$ cat config.mk
export PLATFORM = sky130hd
export DESIGN_NAME = i2c_eeprom_target
export DESIGN_NICKNAME = d
export VERILOG_FILES = /design/src/rtl/eeprom_pkg.sv /design/src/rtl/i2c_line_sync.sv /design/src/rtl/i2c_eeprom_target.sv
export SDC_FILE = /design/constraint.sdc
export NUM_CORES = 1
export LEC_CHECK = 0
export BUFFER_PORTS_ARGS = -buffer_cell sky130_fd_sc_hd__buf_2
export CAP_MARGIN = 20
export CORE_MARGIN = 2
export CORE_UTILIZATION = 35
export DETAILED_ROUTE_END_ITERATION = 12
export GPL_TIMING_DRIVEN = 0
export HOLD_SLACK_MARGIN = 0.12
export PLACE_DENSITY = 0.55
export SYNTH_ARGS = -nofsm -noshare
export SYNTH_HDL_FRONTEND = slang
export SYNTH_SLANG_ARGS = --single-unit
export TNS_END_PERCENT = 1
$ cat constraint.sdc
create_clock -name i_clock -period 2.1 [get_ports i_clock]
set_input_delay 0.21 -clock i_clock [delete_from_list [all_inputs] [get_ports i_clock]]
set_output_delay 0.21 -clock i_clock [all_outputs]
set_load 0.01 [all_outputs]
$ cat src/rtl/eeprom_pkg.sv
// Shared definitions for the emulated 24C16-class EEPROM target and its reader FSM.
package eeprom_pkg;

  localparam logic [3:0] DEV_TYPE = 4'b1010;
  localparam int         ADDR_W   = 11;

  typedef enum logic [3:0] {
    IDLE,
    DEV_ADDR,
    DEV_ACK,
    WORD_ADDR,
    WORD_ACK,
    WR_DATA,
    WR_ACK,
    RD_DATA,
    RD_ACK,
    IGNORE
  } state_t;

endpackage

$ cat src/rtl/i2c_line_sync.sv
// Synchronises the raw SCL/SDA pins and produces registered SCL edge and START/STOP pulses.
module i2c_line_sync (
  input  logic i_clock,
  input  logic i_reset,
  input  logic i_scl,
  input  logic i_sda,
  output logic o_scl_rise,
  output logic o_scl_fall,
  output logic o_start,
  output logic o_stop,
  output logic o_sda
);

  logic r_scl_meta, r_scl_sync, r_scl_prev;
  logic r_sda_meta, r_sda_sync, r_sda_prev;
  logic r_scl_rise, r_scl_fall, r_start, r_stop, r_sda_q;

  // Lines reset to the idle-high bus level so no false edge follows reset.
  always_ff @(posedge i_clock) begin
    if (i_reset) begin
      r_scl_meta <= 1'b1;
      r_scl_sync <= 1'b1;
      r_scl_prev <= 1'b1;
      r_sda_meta <= 1'b1;
      r_sda_sync <= 1'b1;
      r_sda_prev <= 1'b1;
      r_scl_rise <= 1'b0;
      r_scl_fall <= 1'b0;
      r_start    <= 1'b0;
      r_stop     <= 1'b0;
      r_sda_q    <= 1'b1;
    end else begin
      r_scl_meta <= i_scl;
      r_scl_sync <= r_scl_meta;
      r_scl_prev <= r_scl_sync;
      r_sda_meta <= i_sda;
      r_sda_sync <= r_sda_meta;
      r_sda_prev <= r_sda_sync;
      r_scl_rise <= r_scl_sync & ~r_scl_prev;
      r_scl_fall <= ~r_scl_sync & r_scl_prev;
      r_start    <= r_scl_sync & r_scl_prev & r_sda_prev & ~r_sda_sync;
      r_stop     <= r_scl_sync & r_scl_prev & ~r_sda_prev & r_sda_sync;
      r_sda_q    <= r_sda_sync;
    end
  end

  assign o_scl_rise = r_scl_rise;
  assign o_scl_fall = r_scl_fall;
  assign o_start    = r_start;
  assign o_stop     = r_stop;
  assign o_sda      = r_sda_q;

endmodule

$ cat src/rtl/i2c_eeprom_target.sv
// I2C target emulating a 2 KiB EEPROM: page writes, sequential reads, emulated write cycle time.
module i2c_eeprom_target import eeprom_pkg::*; #(
  parameter int WRITE_BUSY_CYCLES = 5000,
  parameter int PAGE_BITS         = 4
) (
  input  logic              i_clock,
  input  logic              i_reset,
  input  logic              i_scl,
  input  logic              i_sda,
  output logic              o_sda_out,
  output logic              o_sda_enable,
  output logic [ADDR_W-1:0] o_mem_addr,
  output logic              o_mem_re,
  input  logic [7:0]        i_mem_rdata,
  output logic              o_mem_we,
  output logic [7:0]        o_mem_wdata,
  output logic              o_busy,
  output logic              o_write_busy
);

  localparam int CW = (WRITE_BUSY_CYCLES > 0) ? $clog2(WRITE_BUSY_CYCLES + 1) : 1;

  logic w_scl_rise, w_scl_fall, w_start, w_stop, w_sda;

  i2c_line_sync u_sync (
    .i_clock   (i_clock),
    .i_reset   (i_reset),
    .i_scl     (i_scl),
    .i_sda     (i_sda),
    .o_scl_rise(w_scl_rise),
    .o_scl_fall(w_scl_fall),
    .o_start   (w_start),
    .o_stop    (w_stop),
    .o_sda     (w_sda)
  );

  state_t            r_state, w_state_n;
  logic [3:0]        r_bit_cnt, w_bit_cnt_n;
  logic [7:0]        r_shift, w_shift_n;
  logic [ADDR_W-1:0] r_ptr, w_ptr_n;
  logic              r_rw, w_rw_n;
  logic              r_sda_en, w_sda_en_n;
  logic [ADDR_W-1:0] r_mem_addr, w_mem_addr_n;
  logic [7:0]        r_mem_wdata, w_mem_wdata_n;
  logic              r_mem_we, w_mem_we_n;
  logic              r_mem_re, w_mem_re_n;
  logic              r_re_d;
  logic              r_wrote, w_wrote_n;
  logic [CW-1:0]     r_busy_cnt, w_busy_cnt_n;

  logic [7:0] w_byte;
  logic       w_write_busy;

  assign w_byte       = {r_shift[6:0], w_sda};
  assign w_write_busy = (r_busy_cnt != '0);

  always_ff @(posedge i_clock) begin
    if (i_reset) begin
      r_state     <= IDLE;
      r_bit_cnt   <= '0;
      r_shift     <= '0;
      r_ptr       <= '0;
      r_rw        <= 1'b0;
      r_sda_en    <= 1'b0;
      r_mem_addr  <= '0;
      r_mem_wdata <= '0;
      r_mem_we    <= 1'b0;
      r_mem_re    <= 1'b0;
      r_re_d      <= 1'b0;
      r_wrote     <= 1'b0;
      r_busy_cnt  <= '0;
    end else begin
      r_state     <= w_state_n;
      r_bit_cnt   <= w_bit_cnt_n;
      r_shift     <= w_shift_n;
      r_ptr       <= w_ptr_n;
      r_rw        <= w_rw_n;
      r_sda_en    <= w_sda_en_n;
      r_mem_addr  <= w_mem_addr_n;
      r_mem_wdata <= w_mem_wdata_n;
      r_mem_we    <= w_mem_we_n;
      r_mem_re    <= w_mem_re_n;
      r_re_d      <= r_mem_re;
      r_wrote     <= w_wrote_n;
      r_busy_cnt  <= w_busy_cnt_n;
    end
  end

  // Bit count 8 in an ACK state means "ACK not yet driven", 9 means "9th SCL high seen".
  always_comb begin
    w_state_n     = r_state;
    w_bit_cnt_n   = r_bit_cnt;
    w_shift_n     = r_shift;
    w_ptr_n       = r_ptr;
    w_rw_n        = r_rw;
    w_sda_en_n    = r_sda_en;
    w_mem_addr_n  = r_mem_addr;
    w_mem_wdata_n = r_mem_wdata;
    w_mem_we_n    = 1'b0;
    w_mem_re_n    = 1'b0;
    w_wrote_n     = r_wrote;
    w_busy_cnt_n  = w_write_busy ? r_busy_cnt - CW'(1) : '0;

    if (r_re_d) w_shift_n = i_mem_rdata;

    if (w_stop) begin
      w_state_n  = IDLE;
      w_sda_en_n = 1'b0;
      if (r_wrote) begin
        w_busy_cnt_n = CW'(WRITE_BUSY_CYCLES);
        w_wrote_n    = 1'b0;
      end
    end else if (w_start) begin
      w_state_n   = DEV_ADDR;
      w_bit_cnt_n = '0;
      w_sda_en_n  = 1'b0;
    end else begin
      case (r_state)
        DEV_ADDR, WORD_ADDR, WR_DATA: begin
          if (w_scl_rise) begin
            w_shift_n   = w_byte;
            w_bit_cnt_n = r_bit_cnt + 4'd1;
            if (r_bit_cnt == 4'd7) begin
              if (r_state == DEV_ADDR) begin
                if (w_byte[7:4] == DEV_TYPE && !w_write_busy) begin
                  w_state_n       = DEV_ACK;
                  w_ptr_n[10:8]   = w_byte[3:1];
                  w_rw_n          = w_byte[0];
                  w_mem_re_n      = w_byte[0];
                  w_mem_addr_n    = {w_byte[3:1], r_ptr[7:0]};
                end else begin
                  w_state_n = IGNORE;
                end
              end else if (r_state == WORD_ADDR) begin
                w_state_n    = WORD_ACK;
                w_ptr_n[7:0] = w_byte;
              end else begin
                w_state_n     = WR_ACK;
                w_mem_we_n    = 1'b1;
                w_mem_addr_n  = r_ptr;
                w_mem_wdata_n = w_byte;
                w_wrote_n     = 1'b1;
                w_ptr_n[PAGE_BITS-1:0] = r_ptr[PAGE_BITS-1:0] + PAGE_BITS'(1);
              end
            end
          end
        end
        DEV_ACK, WORD_ACK, WR_ACK: begin
          if (w_scl_rise && r_bit_cnt == 4'd8) begin
            w_bit_cnt_n = 4'd9;
          end else if (w_scl_fall) begin
            if (r_bit_cnt == 4'd8) begin
              w_sda_en_n = 1'b1;
            end else if (r_bit_cnt == 4'd9) begin
              w_sda_en_n  = 1'b0;
              w_bit_cnt_n = '0;
              if (r_state == DEV_ACK && r_rw) begin
                w_state_n  = RD_DATA;
                w_sda_en_n = ~r_shift[7];
                w_shift_n  = {r_shift[6:0], 1'b0};
              end else if (r_state == DEV_ACK) begin
                w_state_n = WORD_ADDR;
              end else begin
                w_state_n = WR_DATA;
              end
            end
          end
        end
        RD_DATA: begin
          if (w_scl_rise) begin
            w_bit_cnt_n = r_bit_cnt + 4'd1;
            if (r_bit_cnt == 4'd7) w_state_n = RD_ACK;
          end else if (w_scl_fall) begin
            w_sda_en_n = ~r_shift[7];
            w_shift_n  = {r_shift[6:0], 1'b0};
          end
        end
        RD_ACK: begin
          if (w_scl_rise && r_bit_cnt == 4'd8) begin
            if (!w_sda) begin
              w_bit_cnt_n  = 4'd9;
              w_ptr_n      = r_ptr + 11'd1;
              w_mem_addr_n = r_ptr + 11'd1;
              w_mem_re_n   = 1'b1;
            end else begin
              w_state_n = IGNORE;
            end
          end else if (w_scl_fall) begin
            if (r_bit_cnt == 4'd8) begin
              w_sda_en_n = 1'b0;
            end else if (r_bit_cnt == 4'd9) begin
              w_state_n   = RD_DATA;
              w_bit_cnt_n = '0;
              w_sda_en_n  = ~r_shift[7];
              w_shift_n   = {r_shift[6:0], 1'b0};
            end
          end
        end
        default: ;
      endcase
    end
  end

  assign o_sda_out    = 1'b0;
  assign o_sda_enable = r_sda_en;
  assign o_mem_addr   = r_mem_addr;
  assign o_mem_re     = r_mem_re;
  assign o_mem_we     = r_mem_we;
  assign o_mem_wdata  = r_mem_wdata;
  assign o_busy       = (r_state != IDLE) && (r_state != IGNORE);
  assign o_write_busy = w_write_busy;

endmodule

## Yosys cells after proc, flatten, opt, wreduce, memory -nomap -nowiden

Index checks and enable logic that the tools add are counted.

| cells by class | value |
|---|---|
| equality and inequality tests | 53 |
| reduce and logical (&&, ||, !) cells | 29 |
| bitwise gates (word level) | 19 |
| mux-type cells | 84 |
| $add $sub $neg | 4 |

Operators with widths:

| kind | number |
|---|---|
| two-way mux 8 bit | 16 |
| two-way mux 4 bit | 25 |
| two-way mux 11 bit | 9 |
| case mux 11 bit (2 select lines) | 2 |
| two-way mux 13 bit | 3 |
| AND reduction 9 bit | 4 |
| case mux 8 bit (4 select lines) | 1 |
| != test 2 bit, second input constant | 13 |
| AND reduction 13 bit | 2 |
| != test 3 x 2 -> 1 bit, second input constant | 7 |
| == test 4 x 3 -> 1 bit, second input constant | 5 |
| two-way mux 1 bit | 19 |
| != test 3 bit, second input constant | 6 |
| == test 4 bit, second input constant | 4 |
| case mux 4 bit (4 select lines) | 1 |
| AND reduction 7 bit | 2 |
| nonzero test 13 bit | 1 |
| subtractor 13 x 1 -> 13 bit, second input constant | 1 |
| two-way mux 3 bit | 4 |
| != test 3 x 1 -> 1 bit, second input constant | 4 |
| inverter 1 bit | 12 |
| case mux 4 bit (3 select lines) | 1 |
| nonzero test 4 bit | 3 |
| adder 11 x 1 -> 11 bit, second input constant | 1 |
| other kinds (23) | 43 |

| storage, ports and cells | value |
|---|---|
| register bits after elaboration | 75 |
| word-level logic and storage cells | 215 |
| bits of input ports | 12 |

## Depth between registers and ports, before layout

Gate-level depths: netlist of run 1.

| logic depth | value |
|---|---|
| depth in word-level cells | 10 |
| gate-level depth with buffers | 9 |
| depth with buffers taken out | 7 |

## By module

A second synthesis of run 1 with hierarchy kept.

| unflattened totals | value |
|---|---|
| cell total of the unflattened synthesis | 471 |
| area, all modules | 4091.4 um^2 |

Modules (own cells, without submodules):

| module | area each (um^2) | cells an instance | seq. area each (um^2) | instances |
|---|---|---|---|---|
| i2c_eeprom_target | 3791.1 | 449 | 1301.2 | 1 |
| i2c_line_sync | 300.3 | 22 | 200.2 | 1 |

## Worst setup path before layout of run 1

No wires, ideal clock.

| path | value |
|---|---|
| kind | flip-flop to flip-flop |
| from | reg r_bit_cnt[0] |
| to | reg r_ptr[2] |
| data required time | 1.966 ns |
| slack | 0.082 ns |
| stages on the path, launching flop included | 10 |
| setup time | 0.134 ns |
| data arrival time | 1.883 ns |
| buffers on the path | 2 |
| period minus slack after synthesis | 2.018 ns |
| cell sequence | dfxtp_1 -> inv_1 -> ha_1 -> buf_2 -> nand4b_1 -> o21ai_1 -> o2111ai_1 -> clkbuf_1 -> o311ai_0 -> o31ai_1 |

| on the way | value |
|---|---|
| word-level cells in the longest chain between the ends | 4 |
| elaborated cells on any way between the ends | 6 |
| classes of those cells | eq/ne: 4; reduce/logical: 2 |

RTL lines:

| item | RTL line | text |
|---|---|---|
| start: declaration | i2c_eeprom_target.sv:38 | `logic [3:0] r_bit_cnt, w_bit_cnt_n;` |
| start signal: assignment | i2c_eeprom_target.sv:74 | `r_bit_cnt <= w_bit_cnt_n;` |
| == test 4 bit | i2c_eeprom_target.sv:179 | `if (w_scl_rise && r_bit_cnt == 4'd8) begin` |
| logical AND 1 bit | i2c_eeprom_target.sv:179 |  |
| != test 2 bit (no line) | - |  |
| AND reduction 8 bit (no line) (*) | - |  |
| end signal: assignment | i2c_eeprom_target.sv:76 | `r_ptr <= w_ptr_n;` |
| end: declaration | i2c_eeprom_target.sv:40 | `logic [ADDR_W-1:0] r_ptr, w_ptr_n;` |

Every way passes the cells marked *; elsewhere a longest branch is shown, timed or not.
A chain may end at the register's enable or synchronous reset.

## Worst setup path after layout of run 1

| path | value |
|---|---|
| from | reg r_state[1] |
| to | reg r_bit_cnt[1] |

| on the way | value |
|---|---|
| word-level cells in the longest chain between the ends | 4 |
| elaborated cells on any way between the ends | 16 |
| classes of those cells | eq/ne: 10; mux: 2; reduce/logical: 4 |

RTL lines:

| item | RTL line | text |
|---|---|---|
| start: declaration | i2c_eeprom_target.sv:37 | `state_t r_state, w_state_n;` |
| start signal: assignment | i2c_eeprom_target.sv:73 | `r_state <= w_state_n;` |
| == test 4 x 1 -> 1 bit (tied with other cells) | i2c_eeprom_target.sv:118 | `case (r_state)` |
| OR reduction 4 bit (no line) or OR reduction 3 bit (tied branches) | - |  |
| != test 3 x 1 -> 1 bit (no line) (tied with other cells) | - |  |
| AND reduction 4 bit (no line) or two-way mux 4 bit (tied branches) | - |  |

Parallel ways exist; a longest one is shown, timed or not.

==> results of run 1 <==
-- final cells by class --
type | instances | area share (%)
multi-input cells | 354 | 49.7
inverters | 12 | 0.917
flip-flops and latches | 75 | 29.2
clock buffers | 10 | 4.61
repair buffers | 58 | 7.12
clock inverters | 5 | 1.64
well taps | 143 | 3.45
plain buffers | 31 | 3.42
-- cells by family after synthesis --
group,count (synthesis)
AND/OR/NAND/NOR,189
adder cells (fa/ha/maj),6
buffers and inverters,45
other,1
multiplexers,37
XOR/XNOR,16
AO/OA/AOI/OAI,104
flip-flops,75
-- cells in the mapped netlist, drive strengths merged, types with 12 or more instances --
master / number
dfxtp: 75
nor2: 57
a21oi: 27
nand2: 27
mux2i: 21
nand3: 20
clkbuf: 19
o21ai: 18
mux2: 16
buf: 14
nor2b: 13
xnor2: 13
nor3: 12
-- critical path: stages, from the launching register on --
cell and delay, ns:
dfxtp_4 0.37, or4b_1 0.52, buf_6 0.16, o32a_1 0.35
o31ai_4 0.10, a21oi_2 0.11, mux2_1 0.32
-- power breakdown --
group / leakage (nW) / internal, mW / switching (mW)
clock network: 0.156 / 1.07 / 0.622
logic: 1.22 / 0.369 / 0.439
registers: 0.611 / 1.54 / 0.111
total: 1.99 / 2.98 / 1.17
-- what timing repair did --
action,in CTS,in global routing
resized for setup,26,53
endpoints found under the setup margin,33,46
pin swaps,5,12
gates cloned,2,0
setup buffers,8,12
hold buffers,2,0
hold endpoints to repair,2,0
-- how the worst max path moves through the flow --
stage / start / endpoint / cells after the start
2_1_floorplan: r_bit_cnt[0]$_SDFFE_PP0P_ / r_ptr[2]$_SDFFE_PP0P_ / 9
3_3_place_gp: u_sync.o_stop$_SDFF_PP0_ / r_ptr[2]$_SDFFE_PP0P_ / 6
3_5_place_dp: r_bit_cnt[0]$_SDFFE_PP0P_ / r_ptr[2]$_SDFFE_PP0P_ / 9
4_1_cts: r_state[0]$_SDFFE_PP0P_ / r_ptr[9]$_SDFFE_PP0P_ / 5
5_1_grt: r_busy_cnt[0]$_SDFF_PP0_ / o_mem_addr[4]$_SDFFE_PP0P_ / 8
6_report: r_state[1]$_SDFFE_PP0P_ / r_bit_cnt[1]$_SDFFE_PP0P_ / 6
-- metrics by stage --
stage	setup slack (ns)	TNS, ns	util, %	total power, mW
final	0.0436	0	45.6	4.15
after global routing	-0.0444	-0.277	45.6	4.37
after CTS	-0.0512	-0.101	43.2	4.15
after detailed placement	-0.460	-6.45	38.7	2.39
after global placement	-0.474	-6.80	38.7	2.37
after floorplan	0.0824	0	-	2.22
-- state kept, by name (all words and copies together) (netlist names), 4 cells and up --
signal       count
o_mem_addr      11
o_mem_wdata      8
r_bit_cnt        4
r_busy_cnt      13
r_ptr           11
r_shift          8
r_state          4
-- layer usage --
layer  share of wire [%]  routed length (µm)
met2                  45                5310
met1                  47                5490
met5                   0                   0
met4                 2.6                 301
met3                 5.6                 656
==> impl_metrics.tcl, run 1 <==
set metrics [dict create \
    worstHoldEndpoint "r_shift[6]$_SDFF_PP0_" \
    fp.dieArea_mm2 0.0124 \
    dp.cells 651 \
    r2r_cells 6 \
    cts_tree "yes" \
    layout.cells.non_filler 688 \
    grt_pass1_vias 3610 \
    die_y_um 112 \
    antenna_found_initial 0 \
    h-tree-depth 3 \
    initial_utilization_pct 35.6 \
    skew_ns 0.0133 \
    die_w_um 112 \
    cp.arrival_ns 2.28 \
    whs_ns 0.235 \
    cts.sinks 75 \
    dpl.hpwl_mm 7.97 \
    reg2reg_slack_ns 0.04 \
    final_cell_mix "dfxtp_1, nor2_1, buf_2" \
    drtPass1Iterations 5 \
    synth_fp_nets 491 \
    placed_area_mm2 0.00440 \
    ys_seq_area_share_pct 37.1 \
    setup_viol 0 \
    cts_root_buf "clkbuf_16" \
    grt_use_total_pct 19.0 \
    yosysTopAreaCell "dfxtp_1" \
    use_met3_pct 5.17 \
    finalCritPeriodShare_pct 97.9 \
    grt_pass1_wl_mm 18.9 \
    gp_congestion 0.880 \
    synth_edf_count 0 \
    overflow 0 \
    hold_viol 0 \
    grt.busiest_layer "met2" \
    grt_max_degree 14 \
    multi_input_area_mm2 0.00258 \
    use_met2_pct 29.6 \
    clock_latency_ns 0.34 \
    layout.nets 559 \
    synthMuxAreaShare_pct 9.65 \
    min_period_ns 2.06 \
    drc_errors 0 \
    vias 3818 \
    yosys_warnings 0 \
    status "finished clean" \
    slew-limit-headroom_pct 51.8 \
    hp-class "input port to flop" \
    numCtsBuffers 9 \
    drt-total-wl_mm 11.8 \
    startpoint_type "flop" \
    synth-main-ff-cell "dfxtp_1" \
    yosys.area_share.adder_pct 1.86 \
    regArea_mm2 0.00151 \
    mappedNetlistArea_mm2 0.00405 \
    drt-initial-drc-count 373 \
    hold_start "i_mem_rdata[6]" \
    cellPowerDensity_mw_per_mm2 801 \
    cts.clk_slew.worst_paths_ns 0.06 \
    synth_xor_area_share_pct 3.46 \
    fill_cells 1133 \
    syn_inst 473 \
    synth_compound_area_share_pct 17.8 \
    final_common_cell "dfxtp_1" \
    synthArstFlopShare_pct 0 \
    synth_area_per_cell_um2 8.55 \
    synth_cell_type_count 72 \
    core-area_mm2 0.0114 \
    end_kind "flop" \
    maxSlewViolCount 0 \
    rsz0062_at_grt "yes" \
    cp_data_required_time_ns 2.32 \
    met1_usage_pct 25.0 \
    synthSimpleGateAreaFrac_pct 25.4 \
    max_slew.worst_pin.slew_ns 0.723 \
    vias_per_cell 5.55 \
    synth_top_area_share_pct 37.1 \
    final_cell_area_mm2 0.00519 \
    crit_type "flop to flop" \
    ys_seq_elements 75 \
    insertedDiodeCount 0 \
    rows 39 \
    max_cap_violations 0 \
    hold_depth 4 \
    rr_endpoint "r_bit_cnt[1]$_SDFFE_PP0P_" \
    port_buffers 35 \
    reg2reg_from "r_state[1]$_SDFFE_PP0P_" \
    postRouteAntennaNets 0 \
    area_delta_synth_final_pct 28.2 \
    fmax_ghz 0.486 \
    ir_drop_mv 0.802 \
    wire_per_inst_um 17.1 \
    drive_gt1_share_pct 27.2 \
    cp_max_fo 6 \
    clk_path_buf_depth 2 \
    ioPinCount 37 \
    leakagePower_nw 1.99 \
    synth_area_leaders "dfxtp_1, nor2_1, mux2i_1, mux2_2, a21oi_1" \
    synth_top_family_by_area "simple AND/OR/NAND/NOR gates" \
]
Note: power is estimated with default switching activity, not from simulation.
==> inputs of run 2 (changes only) <==
--- a/config.mk
+++ b/config.mk
@@ -8,11 +8,11 @@
 export BUFFER_PORTS_ARGS = -buffer_cell sky130_fd_sc_hd__buf_2
 export CAP_MARGIN = 20
 export CORE_MARGIN = 2
-export CORE_UTILIZATION = 35
+export CORE_UTILIZATION = 54
 export DETAILED_ROUTE_END_ITERATION = 12
 export GPL_TIMING_DRIVEN = 0
 export HOLD_SLACK_MARGIN = 0.12
-export PLACE_DENSITY = 0.55
+export PLACE_DENSITY = 0.77
 export SYNTH_ARGS = -nofsm -noshare
 export SYNTH_HDL_FRONTEND = slang
 export SYNTH_SLANG_ARGS = --single-unit
==> impl_metrics.tcl, run 2 (synthesis gave the netlist of run 1 again) <==
set metrics [dict create \
    min_period_ns 2.16 \
    numCtsBuffers 9 \
    die_y_um 90.6 \
    final_cell_area_mm2 0.00480 \
    hold_start "i_mem_rdata[4]" \
    cellPowerDensity_mw_per_mm2 768 \
    crit_type "flop to flop" \
    die_w_um 90.6 \
    skew_ns 0.0176 \
    cts.sinks 75 \
    port_buffers 35 \
    drt-initial-drc-count 404 \
    cts.clk_slew.worst_paths_ns 0.10 \
    final_cell_mix "dfxtp_1, nor2_1, buf_2" \
    slew-limit-headroom_pct 59.3 \
    worstHoldEndpoint "r_shift[4]$_SDFF_PP0_" \
    reg2reg_slack_ns -0.06 \
    grt_use_total_pct 28.0 \
    gp_congestion 0.971 \
    intPower_mw 2.59 \
    insertedDiodeCount 0 \
    reg2reg_from "r_bit_cnt[1]$_SDFFE_PP0P_" \
    core-area_mm2 0.00725 \
    setup_viol 3 \
    whs_ns 0.238 \
    max_cap_violations 0 \
    drc_errors 0 \
    max_slew.worst_pin.slew_ns 0.611 \
    cts_tree "yes" \
    h-tree-depth 3 \
    placed_area_mm2 0.00434 \
    seqPwrFrac_pct 44.4 \
    vias 3931 \
    end_kind "flop" \
    dpl.hpwl_mm 7.67 \
    final_common_cell "dfxtp_1" \
    layout.nets 549 \
    drt-total-wl_mm 11.3 \
    cp_data_required_time_ns 2.35 \
    fp.dieArea_mm2 0.00820 \
    regArea_mm2 0.00151 \
    antenna_found_initial 0 \
    rows 31 \
    ioPinCount 37 \
    r2r_cells 9 \
    fill_cells 617 \
    rr_endpoint "r_bit_cnt[1]$_SDFFE_PP0P_" \
    status "finished, violations left" \
    hold_depth 4 \
    postRouteAntennaNets 0 \
    drtPass1Iterations 6 \
    cp.arrival_ns 2.42 \
    swShare_pct 29.9 \
    violations "setup timing" \
    power_frac_comb_pct 21.2 \
    multi_input_area_mm2 0.00245 \
    area_delta_synth_final_pct 18.7 \
    leakagePower_nw 1.86 \
    cp_max_fo 9 \
    fin_ws_ns -0.0622 \
    startpoint_type "flop" \
    vias_per_cell 6.19 \
    initial_utilization_pct 55.8 \
    p_clk_share_pct 34.4 \
    grt_pass1_wl_mm 18.5 \
    overflow 0 \
    grt_pass1_vias 3773 \
    cts_root_buf "clkbuf_8" \
    wire_per_inst_um 17.7 \
    clock_latency_ns 0.36 \
    hold_viol 0 \
    drive_gt1_share_pct 23.3 \
    hp-class "input port to flop" \
    largest_reg_flops 13 \
    fmax_ghz 0.462 \
    max_flop_register "r_busy_cnt" \
    ir_drop_mv 0.566 \
    clk_path_buf_depth 2 \
    grt_max_degree 14 \
    finalCritPeriodShare_pct 103 \
    p_sw_mw 1.10 \
    maxSlewViolCount 0 \
    rsz0062_at_grt "yes" \
]
## run 2: power by group through the flow
| stage | sequential [mW] | clock (mW) | combinational, mW |
|---|---|---|---|
| CTS | 1.64 | 1.27 | 0.776 |
| global route | 1.65 | 1.32 | 0.881 |
| floorplan | 1.65 | 0 | 0.568 |
| finish | 1.64 | 1.27 | 0.781 |
| detailed placement | 1.67 | 0 | 0.723 |
| global placement | 1.66 | 0 | 0.695 |
## run 2: stage by stage
stage	power (mW)	setup TNS, ns	setup slack, ns	std cells	utilization [%]
2_1_floorplan	2.22	0	0.0824	473	-
3_3_place_gp	2.36	-5.49	-0.421	607	59.9
3_5_place_dp	2.40	-6.54	-0.499	607	59.9
4_1_cts	3.69	-0.0272	-0.0272	633	65.3
5_1_grt	3.86	-1.15	-0.130	635	66.2
6_report	3.69	-0.103	-0.0622	635	66.2
## run 2: what timing repair did
| item | in CTS | in global routing |
|---|---|---|
| endpoints found under the setup margin | 35 | 48 |
| gates cloned | 1 | 0 |
| hold buffers | 2 | 0 |
| pin swaps | 5 | 6 |
| resized for setup | 25 | 20 |
| endpoints found under the hold margin | 2 | 0 |
| setup buffers | 8 | 2 |
## run 2: layout make-up
type	instances	share of cell area, %
Multi-Input combinational cell	353	51.0
Sequential cell	75	31.4
Timing Repair Buffer	48	5.78
Buffer	32	3.59
Clock buffer	10	2.87
Tap cell	99	2.58
Clock inverter	6	1.85
Inverter	12	0.938
## run 2: worst max-delay path by stage
stage                               from                   endpoint  slack (ns)  depth (start not counted)
6_report       r_bit_cnt[1]$_SDFFE_PP0P_  r_bit_cnt[1]$_SDFFE_PP0P_       -0.06                          9
5_1_grt        r_bit_cnt[1]$_SDFFE_PP0P_  r_bit_cnt[1]$_SDFFE_PP0P_       -0.13                          9
4_1_cts        r_bit_cnt[1]$_SDFFE_PP0P_  r_bit_cnt[1]$_SDFFE_PP0P_       -0.03                          8
3_5_place_dp    u_sync.o_stop$_SDFF_PP0_      r_ptr[2]$_SDFFE_PP0P_       -0.50                          6
3_3_place_gp   r_bit_cnt[0]$_SDFFE_PP0P_      r_ptr[2]$_SDFFE_PP0P_       -0.42                          9
2_1_floorplan  r_bit_cnt[0]$_SDFFE_PP0P_      r_ptr[2]$_SDFFE_PP0P_        0.08                          9
## run 2: worst max-delay path, stage by stage (launching register included)
cell	delay, ns
dfxtp_2	0.35
inv_2	0.07
ha_1	0.16
buf_6	0.13
nand4b_1	0.16
buf_4	0.20
o32a_1	0.40
o31ai_2	0.13
a21oi_2	0.13
mux2_1	0.32
## run 2: layer usage
layer / routed length, µm / track usage, % / vias up / part of all wire (%)
met2: 5240 / 47.4 / 168 / 47
met4: 323 / 8.85 / 0 / 2.9
met3: 729 / 4.67 / 40 / 6.5
met5: 0 / 0 / - / 0
met1: 4970 / 36.3 / 1874 / 44
li1: - / - / 1849 / -
